$ cat config.mk
export PLATFORM = sky130hd
export DESIGN_NAME = latency_timer
export DESIGN_NICKNAME = d
export VERILOG_FILES = /design/src/rtl/latency_timer_pkg.sv /design/src/rtl/sync_edge_det.sv /design/src/rtl/latency_timer.sv
export SDC_FILE = /design/constraint.sdc
export NUM_CORES = 1
export LEC_CHECK = 0
export ABC_AREA = 1
export CAP_MARGIN = 20
export CORE_AREA = 4 4 112 124
export DETAILED_ROUTE_END_ITERATION = 10
export DIE_AREA = 0 0 116 128
export HOLD_SLACK_MARGIN = 0.02
export SYNTH_ARGS = -nofsm -noshare
export SYNTH_HDL_FRONTEND = slang
export SYNTH_SLANG_ARGS = --single-unit
$ cat constraint.sdc
create_clock -name clk -period 2.2 [get_ports clk]
set_input_delay 0.66 -clock clk [delete_from_list [all_inputs] [get_ports clk]]
set_output_delay 0.66 -clock clk [all_outputs]
set_load 0.1 [all_outputs]
$ cat src/rtl/latency_timer_pkg.sv
// rtl/latency_timer_pkg.sv - shared types and constants for the latency timer
//
// Purpose : FSM state encoding, register map, CTRL/STATUS bit positions and
//           the resp synchronizer depth, plus a STATUS word packing helper.
// Ports   : none (package).
// Config  : LATENCY_TIMER_IRQ_EN is consumed by latency_timer, not here.

package latency_timer_pkg;

  typedef enum logic [1:0] {
    ST_IDLE = 2'd0,
    ST_STIM = 2'd1,
    ST_WAIT = 2'd2
  } state_e;

  // Register word addresses
  localparam logic [1:0] ADDR_CTRL    = 2'd0;
  localparam logic [1:0] ADDR_LATENCY = 2'd1;
  localparam logic [1:0] ADDR_LIMIT   = 2'd2;
  localparam logic [1:0] ADDR_COUNT   = 2'd3;

  // CTRL write bits
  localparam int CTRL_START_BIT   = 0;
  localparam int CTRL_ABORT_BIT   = 1;
  localparam int CTRL_IRQ_ACK_BIT = 2;

  // STATUS read bits
  localparam int STAT_BUSY_BIT    = 0;
  localparam int STAT_DONE_BIT    = 1;
  localparam int STAT_TIMEOUT_BIT = 2;
  localparam int STAT_IRQ_BIT     = 3;

  // Flops between resp and the edge detector's compare point
  localparam int SYNC_LAT = 2;

  function automatic logic [15:0] pack_status(input logic busy,
                                              input logic done,
                                              input logic timeout,
                                              input logic irq);
    logic [15:0] s;
    s                   = '0;
    s[STAT_BUSY_BIT]    = busy;
    s[STAT_DONE_BIT]    = done;
    s[STAT_TIMEOUT_BIT] = timeout;
    s[STAT_IRQ_BIT]     = irq;
    return s;
  endfunction

endpackage

$ cat src/rtl/sync_edge_det.sv
// rtl/sync_edge_det.sv - resp synchronizer and rising-edge detector
//
// Purpose : brings the asynchronous response into the clk domain through a
//           SYNC_LAT-deep flop chain and flags a rising edge by comparing the
//           last chain stage with one further registered copy.
// Ports   : clk_i     in  clock
//           reset_ni  in  synchronous active-low reset, clears all flops
//           async_i   in  asynchronous level input
//           edge_o    out one-cycle pulse, SYNC_LAT cycles after async_i rises

module sync_edge_det
  import latency_timer_pkg::*;
(
  input  logic clk_i,
  input  logic reset_ni,
  input  logic async_i,
  output logic edge_o
);

  logic [SYNC_LAT-1:0] sync_q;
  logic [SYNC_LAT-1:0] sync_d;
  logic                prev_q;

  assign sync_d = {sync_q[SYNC_LAT-2:0], async_i};

  always_ff @(posedge clk_i) begin
    if (!reset_ni) begin
      sync_q <= '0;
      prev_q <= 1'b0;
    end else begin
      sync_q <= sync_d;
      prev_q <= sync_q[SYNC_LAT-1];
    end
  end

  assign edge_o = sync_q[SYNC_LAT-1] & ~prev_q;

endmodule

$ cat src/rtl/latency_timer.sv
// rtl/latency_timer.sv - stimulus/response latency measurement block
//
// Purpose : on a CTRL start, drives a PULSE_W-cycle stimulus pulse and counts
//           clk cycles until the synchronized response rises (done) or the
//           counter reaches LIMIT (timeout). Results sit in Avalon-MM
//           readable registers.
// Ports   : clk        in   sole clock
//           reset_n    in   synchronous active-low reset
//           address    in   [1:0] register word address
//           write      in   write strobe
//           writedata  in   [15:0] write data
//           readdata   out  [15:0] registered read data (1-cycle latency)
//           stim       out  stimulus pulse
//           resp       in   asynchronous response
//           irq        out  completion interrupt
// Config  : define LATENCY_TIMER_IRQ_EN to enable the interrupt; otherwise
//           irq is tied low, STATUS bit3 reads 0 and irq_ack is ignored.

module latency_timer
  import latency_timer_pkg::*;
#(
  parameter int CNT_W   = 16,
  parameter int PULSE_W = 4
) (
  input  logic        clk,
  input  logic        reset_n,
  input  logic [1:0]  address,
  input  logic        write,
  input  logic [15:0] writedata,
  output logic [15:0] readdata,
  output logic        stim,
  input  logic        resp,
  output logic        irq
);

  localparam logic [CNT_W-1:0] CNT_ONE    = CNT_W'(1);
  // The cycle counter starts at 0 on the first stim cycle, so it doubles as
  // the pulse-length counter while in STIM.
  localparam logic [CNT_W-1:0] PULSE_LAST = CNT_W'(PULSE_W - 1);

  state_e            state_q;
  logic [CNT_W-1:0]  cnt_q;
  logic [CNT_W-1:0]  latency_q;
  logic [CNT_W-1:0]  limit_q;
  logic [15:0]       count_q;
  logic              done_q;
  logic              timeout_q;
  logic              stim_q;
  logic [15:0]       readdata_q;
  logic [15:0]       readdata_d;

  logic resp_edge;
  logic ctrl_wr;
  logic start_req;
  logic abort_req;
  logic busy;
  logic start_acc;
  logic meas_done;
  logic meas_timeout;
  logic irq_flag;

  sync_edge_det u_sync_edge_det (
    .clk_i    (clk),
    .reset_ni (reset_n),
    .async_i  (resp),
    .edge_o   (resp_edge)
  );

  assign ctrl_wr   = write && (address == ADDR_CTRL);
  assign start_req = ctrl_wr && writedata[CTRL_START_BIT];
  assign abort_req = ctrl_wr && writedata[CTRL_ABORT_BIT];
  assign busy      = (state_q != ST_IDLE);

  // Start is only taken from IDLE and loses to a same-cycle abort.
  assign start_acc = start_req && !abort_req && !busy;

  // Completion events; abort outranks both, and an edge outranks a limit hit.
  assign meas_done    = busy && !abort_req && resp_edge;
  assign meas_timeout = busy && !abort_req && !resp_edge && (cnt_q == limit_q);

  always_ff @(posedge clk) begin
    if (!reset_n) begin
      state_q   <= ST_IDLE;
      cnt_q     <= '0;
      latency_q <= '0;
      limit_q   <= '1;
      count_q   <= '0;
      done_q    <= 1'b0;
      timeout_q <= 1'b0;
      stim_q    <= 1'b0;
    end else begin
      // A LIMIT write takes effect on the following cycle, even mid-run.
      if (write && (address == ADDR_LIMIT)) begin
        limit_q <= writedata[CNT_W-1:0];
      end

      case (state_q)
        ST_IDLE: begin
          if (start_acc) begin
            cnt_q     <= '0;
            done_q    <= 1'b0;
            timeout_q <= 1'b0;
            stim_q    <= 1'b1;
            state_q   <= ST_STIM;
          end
        end

        ST_STIM, ST_WAIT: begin
          cnt_q <= cnt_q + CNT_ONE;
          if (abort_req) begin
            stim_q  <= 1'b0;
            state_q <= ST_IDLE;
          end else if (meas_done) begin
            latency_q <= cnt_q;
            done_q    <= 1'b1;
            count_q   <= count_q + 16'd1;
            stim_q    <= 1'b0;
            state_q   <= ST_IDLE;
          end else if (meas_timeout) begin
            latency_q <= limit_q;
            timeout_q <= 1'b1;
            stim_q    <= 1'b0;
            state_q   <= ST_IDLE;
          end else if ((state_q == ST_STIM) && (cnt_q == PULSE_LAST)) begin
            stim_q  <= 1'b0;
            state_q <= ST_WAIT;
          end
        end

        default: begin
          stim_q  <= 1'b0;
          state_q <= ST_IDLE;
        end
      endcase
    end
  end

`ifdef LATENCY_TIMER_IRQ_EN
  logic irq_ack;
  logic irq_d;
  logic irq_q;

  assign irq_ack = ctrl_wr && writedata[CTRL_IRQ_ACK_BIT];

  // Clear terms are applied last so an ack in the completion cycle wins.
  always_comb begin
    irq_d = irq_q;
    if (meas_done || meas_timeout) begin
      irq_d = 1'b1;
    end
    if (irq_ack || start_acc) begin
      irq_d = 1'b0;
    end
  end

  always_ff @(posedge clk) begin
    if (!reset_n) begin
      irq_q <= 1'b0;
    end else begin
      irq_q <= irq_d;
    end
  end

  assign irq_flag = irq_q;
`else
  assign irq_flag = 1'b0;
`endif

  always_comb begin
    readdata_d = '0;
    case (address)
      ADDR_CTRL:    readdata_d = pack_status(busy, done_q, timeout_q, irq_flag);
      ADDR_LATENCY: readdata_d = 16'(latency_q);
      ADDR_LIMIT:   readdata_d = 16'(limit_q);
      ADDR_COUNT:   readdata_d = count_q;
      default:      readdata_d = '0;
    endcase
  end

  always_ff @(posedge clk) begin
    if (!reset_n) begin
      readdata_q <= '0;
    end else begin
      readdata_q <= readdata_d;
    end
  end

  assign readdata = readdata_q;
  assign stim     = stim_q;
  assign irq      = irq_flag;

endmodule

==> results of run 1 <==
cell type report:
type,instances,area [sq um]
Clock buffer,10,239
Clock inverter,6,68.8
Fill cell,1296,7290
Inverter,78,298
Multi-Input combinational cell,439,2150
Sequential cell,88,1760
Tap cell,157,196
Timing Repair Buffer,69,591
worst paths after layout:
path	depth (start not counted)	end	slack (ns)	start
worst max-delay path	9	count_q[8]$_SDFFE_PN0P_	0.15	address[1]
worst min-delay path	2	u_sync_edge_det.sync_q[1]$_SDFF_PN0_	0.42	u_sync_edge_det.sync_q[0]$_SDFF_PN0_
worst max register to register	9	count_q[8]$_SDFFE_PN0P_	0.24	state_q[0]$_SDFFE_PN0P_
worst min register to register	2	u_sync_edge_det.sync_q[1]$_SDFF_PN0_	0.42	u_sync_edge_det.sync_q[0]$_SDFF_PN0_
worst max-delay path: cells and delay by family:
kind	cells	cell delay, ns
AO/OA/AOI/OAI	1	0.14
AND/OR/NAND/NOR	6	0.74
buffers and inverters	2	0.70
kinds of logic (layout without fill, tap and decap cells):
| logic type | count (synthesis) | in the layout | synth area share, % |
|---|---|---|---|
| and+or+nand+nor | 310 | 310 | 30.2 |
| AOI/OAI and AO/OA | 116 | 116 | 16.0 |
| buffers and inverters | 101 | 163 | 10.1 |
| DFF | 88 | 88 | 40.6 |
| adders and majority gates | 6 | 6 | 1.73 |
| xor gates and xnor gates | 6 | 6 | 1.21 |
| other | 1 | 1 | 0.0865 |
power breakdown:
group          internal, mW  total [mW]  switching [mW]
logic                 0.379        1.12           0.738
clock network         0.915        1.56           0.648
registers              1.68        1.74          0.0614
total                  2.97        4.42            1.45
sequential cells by signal, indices dropped and copies added, names as in the netlist:
| register | count |
|---|---|
| done_q | 1 |
| u_sync_edge_det.sync_q | 2 |
| u_sync_edge_det.prev_q | 1 |
| latency_q | 16 |
| limit_q | 16 |
| readdata | 16 |
| cnt_q | 16 |
| count_q | 16 |
| stim | 1 |
| state_q | 2 |
| timeout_q | 1 |
cell usage in the layout, fill, tap and decap left out, types with 3 or more instances in the layout:
cell type	count
o21ai_1	13
o221ai_1	8
nand3_1	20
o21a_1	4
nor2_1	75
nand4_1	10
nor2_4	3
dfxtp_1	88
nand2_2	3
clkinv_4	3
clkbuf_16	9
nor2_2	5
o211ai_1	20
ha_1	6
buf_4	46
nand2_1	171
nand3_2	3
a221oi_1	3
xor2_1	4
nor3_1	16
a21oi_1	30
o21ai_0	34
clkdlybuf4s50_1	20
inv_2	4
inv_1	73
through the flow:
step | hold WS (ns) | TNS [ns] | std cells | utilization [%]
3_5_place_dp | 0.402 | -5.85 | 831 | 39.6
3_3_place_gp | 0.395 | -5.13 | 831 | 39.6
4_1_cts | 0.418 | 0 | 847 | 42.0
2_1_floorplan | 0.390 | 0 | 628 | -
5_1_grt | 0.439 | 0 | 847 | 42.1
6_report | 0.415 | 0 | 847 | 42.1
routing by layer:
| layer | track usage, % | share of wire (%) | up-vias |
|---|---|---|---|
| met5 | 0 | 0 | - |
| met1 | 19.9 | 43 | 1948 |
| li1 | - | - | 2147 |
| met2 | 27.6 | 50 | 109 |
| met4 | 6.83 | 2.8 | 0 |
| met3 | 2.79 | 4.7 | 21 |
repair_timing:
item,4_1_cts,5_1_grt
hold endpoints to repair,0,0
setup endpoints to repair,0,4
resized for setup,0,3
==> results.md, run 1 <==
- Outcome: finished clean
- Area leader, netlist: dfxtp_1
- Clock Path Buffers: 2
- Worst setup EP type: flip-flop
- Most numerous cell in the Yosys netlist: nand2_1
- GRT overflow: 0
- Pre-CTS WS: -0.295 ns
- Root Driver: clkbuf_16
- N_diodes: 0
- Crit path kind: primary input to flip-flop
- Clock insertion delay at the later pin of the skew report: between 0.3 and 0.4 ns
- Leakage: 2.28 nW
- Synth top area share: 40.6%
- Initial Util: between 30% and 40%
- Unrepaired setup endpoints after global routing: false
- Via Count: ~4200
- Slew Limit Headroom: between 50% and 60%
- EDFF count, synth: 0
- Pwr Density: 833 nW/um^2
- Vias in the first global route: 3955
- CP max stage delay: 0.53 ns
- VDD IR max: 0.370 mV
- Final ANT Viol Nets: 0
- 1st-iter DRT viols: 314
- Largest net degree at the start of global routing: 36
- Data arrival, critical path: 2.24 ns
- Port Buffer Count: 38
- Synth Flop Type: dfxtp_1
- Startpoint Class: primary input
- Final Max Slew Viols: 0
- Max Cap Violations: 0
- Mapped cell area: 4340 sq um
- Share of layout cells above drive strength 1: roughly 13%
- DRC Markers: 0
- IO Count: 40
- Sequential fraction of the synthesis area: 40.6%
- Max stage delay cell, worst path: clkdlybuf4s50_1
- Die Wd: 116 um
- Placed cell area: 4980 sq um
- DP Wirelength: just over 9000 um
- Number of synthesis warnings: 0
- Max Fclk: 0.487 GHz
- Worst-Margin Slew: 0.628 ns
- GPL Wtd Cong: 0.859
- Syn Nets: 656
- Crit path required time: 2.39 ns
- Worst-path cell chain: clkdlybuf4s50_1 > nor2_4 > nand3_2 > nand2_2 > nor2_4 > nand2_4 > buf_4 > nor3_1 > a211oi_1
- Worst Skew: between 0.008 and 0.009 ns
- Number of CTS-inserted buffers: 9
- TritonCTS clock tree: done
- Htree depth: 3
- Setup slack after layout: around 0.15 ns
- Unique masters post-synth: 36
- Global-route total usage across every layer: between 15 and 20%
- Total die area: 14800 sq um
- Final WL: 11800 um
- Die H: 128 um
- Largest cells by area after synthesis: dfxtp_1, nand2_1, nor2_1
- Sink Count: 88
- Global-route wire length before repair: 19100 um
- FF+latch count, synth: 88
- Setup bufs post-CTS: 0
- Area added between synthesis and finish: 22.3%
- Max FO, Critical Path: 6
- Worst-path clk slew: 0.07 ns
- Row cnt: 43
- 1st-pass router iterations: 5
- Synth Instances: 628
- Most frequent CP cell: nor2_4
- Final hold violation count: 0
- Synth Area per Inst: 6.90 sq um
- Commonest cells post-synth: nand2_1, dfxtp_1, nor2_1, inv_1, o21ai_0
- Core region area: ~13000 sq um
- Initial antenna violation count: 0
- Final setup fails: 0
- Via density: 4.99
- Hold WC Path Type: flip-flop to flip-flop
- Overall Power: roughly 4.4 mW
- Design Area, Final: 5300 sq um
- Final #Nets: 713
- Time the worst path needs with I/O delays and setup: 2.05 ns
- Mean routed wirelength per cell: ~14 um
- Post-synth ARST share: 0%
- Period utilization: 93.3%
- Hold Buf Count CTS: 0
(Power assumes the default switching activity.)
==> inputs of run 2 (changes only) <==
REMOVE_ABC_BUFFERS = 1   (was default)
==> run 2 against run 1 <==
Against the previous run: first-iteration DRC count is 9.6% higher; critical path depth up 4; register-to-register slack gained 0.08 ns; clock power decreased by 6%; global-route usage down 0.058 points; cell count up 0.24%; setup slack improved by 0.058 ns; non-clock buffer count up 3; power fell by 2.5%; combinational power hardly changed; die area unchanged; critical endpoint is now count_q[14]$_SDFFE_PN0P_; largest power group unchanged.
==> results.md, run 2 (synthesis gave the netlist of run 1 again) <==
- Outcome: finished clean
- Row cnt: 43 (unchanged)
- Sink Count: 88 (unchanged)
- 1st-pass router iterations: 5 (unchanged)
- Crit path kind: primary input to flip-flop
- VDD IR max: 0.372 mV (+0.68%)
- Time the worst path needs with I/O delays and setup: 1.99 ns (-0.0581 ns)
- Fin util: 42.1% (about the same)
- Setup bufs post-CTS: 0 (unchanged)
- Final hold violation count: 0 (unchanged)
- Max FO, Critical Path: 4 (-2)
- Die H: 128 um (unchanged)
- Slew Limit Headroom: 60.9% (+2.8 points)
- GPL Wtd Cong: 0.884 (+2.9%)
- Clock insertion delay at the later pin of the skew report: 0.35 ns (about the same)
- Crit path required time: 2.48 ns (+0.09 ns)
- Vias in the first global route: 3863 (-2.3%)
- Hold WC Path Type: flip-flop to flip-flop
- Final #Nets: 716 (+0.42%)
- Worst-Margin Slew: 0.586 ns (-0.0418 ns)
- N_diodes: 0 (unchanged)
- Global-route wire length before repair: 19000 um (-0.83%)
- Startpoint Class: primary input
- Pwr Density: 813 nW/um^2 (-2.4%)
- DP Wirelength: 9210 um (+0.96%)
- Max Cap Violations: 0 (unchanged)
- Via Count: 4141 (-2.0%)
- Number of CTS-inserted buffers: 9 (unchanged)
- IO Count: 40 (unchanged)
- Final WL: 11700 um (-0.46%)
- Most frequent cells in the layout: nand2_1, dfxtp_1, nor2_1
- Final Max Slew Viols: 0 (unchanged)
- Worst-path clk slew: 0.07 ns (about the same)
- Global-route total usage across every layer: 16.1% (-0.058 points)
- TritonCTS clock tree: done
- Clock Path Buffers: 2 (unchanged)
- Via density: 4.88 (-2.2%)
- Period utilization: 90.7% (-2.6 points)
- Root Driver: clkbuf_16
- GRT overflow: 0 (unchanged)
- 1st-iter DRT viols: 344 (+9.6%)
- Leakage: 2.28 nW (+0.15%)
- Unrepaired setup endpoints after global routing: false
- WL met1: 5110 um (+1.2%)
- Area added between synthesis and finish: 22.3% (about the same)
- Commonest non-fill, non-tap cell in the layout: nand2_1
- Worst setup EP type: flip-flop
- Highest metal used: met4
- Hold Buf Count CTS: 0 (unchanged)
- Port Buffer Count: 38 (unchanged)
- Die Wd: 116 um (unchanged)
- Data arrival, critical path: 2.28 ns (+0.04 ns)
- Met2 wirelength from detailed routing: 5780 um (-1.1%)
- Initial Util: 34.4% (unchanged)
- Core region area: 12600 sq um (unchanged)
- Total die area: 14800 sq um (unchanged)
- Final ANT Viol Nets: 0 (unchanged)
- Worst Skew: 0.00776 ns (-0.00120 ns)
- Initial antenna violation count: 0 (unchanged)
- Routed wl met3: 540 um (-2.2%)
- DRC Markers: 0 (unchanged)
- Overall Power: 4.31 mW (-2.5%)
- Max Fclk: 0.501 GHz (+2.9%)
- Final setup fails: 0 (unchanged)
- Largest net degree at the start of global routing: 42 (+17%)
- Htree depth: 3 (unchanged)
- Share of layout cells above drive strength 1: 12.9% (+0.25 points)
- Mean routed wirelength per cell: 13.8 um (-0.69%)
- Setup_tns: 0 ns (unchanged)
-- run 2: power by group --
part | switching, mW | internal (mW)
sequential | 0.0650 | 1.68
clock | 0.644 | 0.823
combinational | 0.722 | 0.379
total | 1.43 | 2.88
-- run 2: worst max-delay path, cell delays in order --
cell	delay (ns)
clkdlybuf4s50_1	0.52
nor2_4	0.07
nand3_2	0.08
nand2_2	0.08
nor2_4	0.15
nand2_4	0.09
nor2_4	0.10
nand2_1	0.10
nor2_1	0.13
nand2_1	0.08
nand2_1	0.06
nand2_1	0.05
nor2_1	0.10
-- run 2: final cells by class --
cell class,instances,area (sq um)
Timing Repair Buffer,72,626
Fill cell,1307,7290
Inverter,78,298
Multi-Input combinational cell,439,2140
Clock inverter,4,28.8
Sequential cell,88,1760
Tap cell,157,196
Clock buffer,11,253
-- run 2: per-layer routing --
| metal | GRT usage, % | up-vias |
|---|---|---|
| met1 | 19.8 | 1874 |
| met3 | 2.60 | 20 |
| li1 | - | 2149 |
| met2 | 27.8 | 98 |
| met5 | 0 | - |
| met4 | 6.48 | 0 |
-- run 2: through the flow --
step | setup slack, ns | cell area, sq um | instances | hold WS (ns)
6_report | 0.205 | 5300 | 849 | 0.416
5_1_grt | 0.0154 | 5300 | 849 | 0.435
4_1_cts | 0.144 | 5300 | 849 | 0.419
3_5_place_dp | -0.217 | 5020 | 834 | 0.402
3_3_place_gp | -0.202 | 5020 | 834 | 0.393
2_1_floorplan | 0.226 | 4200 | 605 | 0.390
-- run 2: timing repair --
item                                    in CTS  in global routing
endpoints found under the setup margin       0                  6
gates resized for setup                      0                  2
endpoints found under the hold margin        0                  0
-- run 2: path summary, 6_finish.rpt --
| kind | from | end | slack [ns] | depth (start not counted) |
|---|---|---|---|---|
| setup / recovery | address[1] | count_q[14]$_SDFFE_PN0P_ | 0.21 | 13 |
| hold / removal | u_sync_edge_det.sync_q[0]$_SDFF_PN0_ | u_sync_edge_det.sync_q[1]$_SDFF_PN0_ | 0.42 | 2 |
| setup reg to reg | state_q[0]$_SDFFE_PN0P_ | count_q[14]$_SDFFE_PN0P_ | 0.32 | 13 |
| hold reg to reg | u_sync_edge_det.sync_q[0]$_SDFF_PN0_ | u_sync_edge_det.sync_q[1]$_SDFF_PN0_ | 0.42 | 2 |
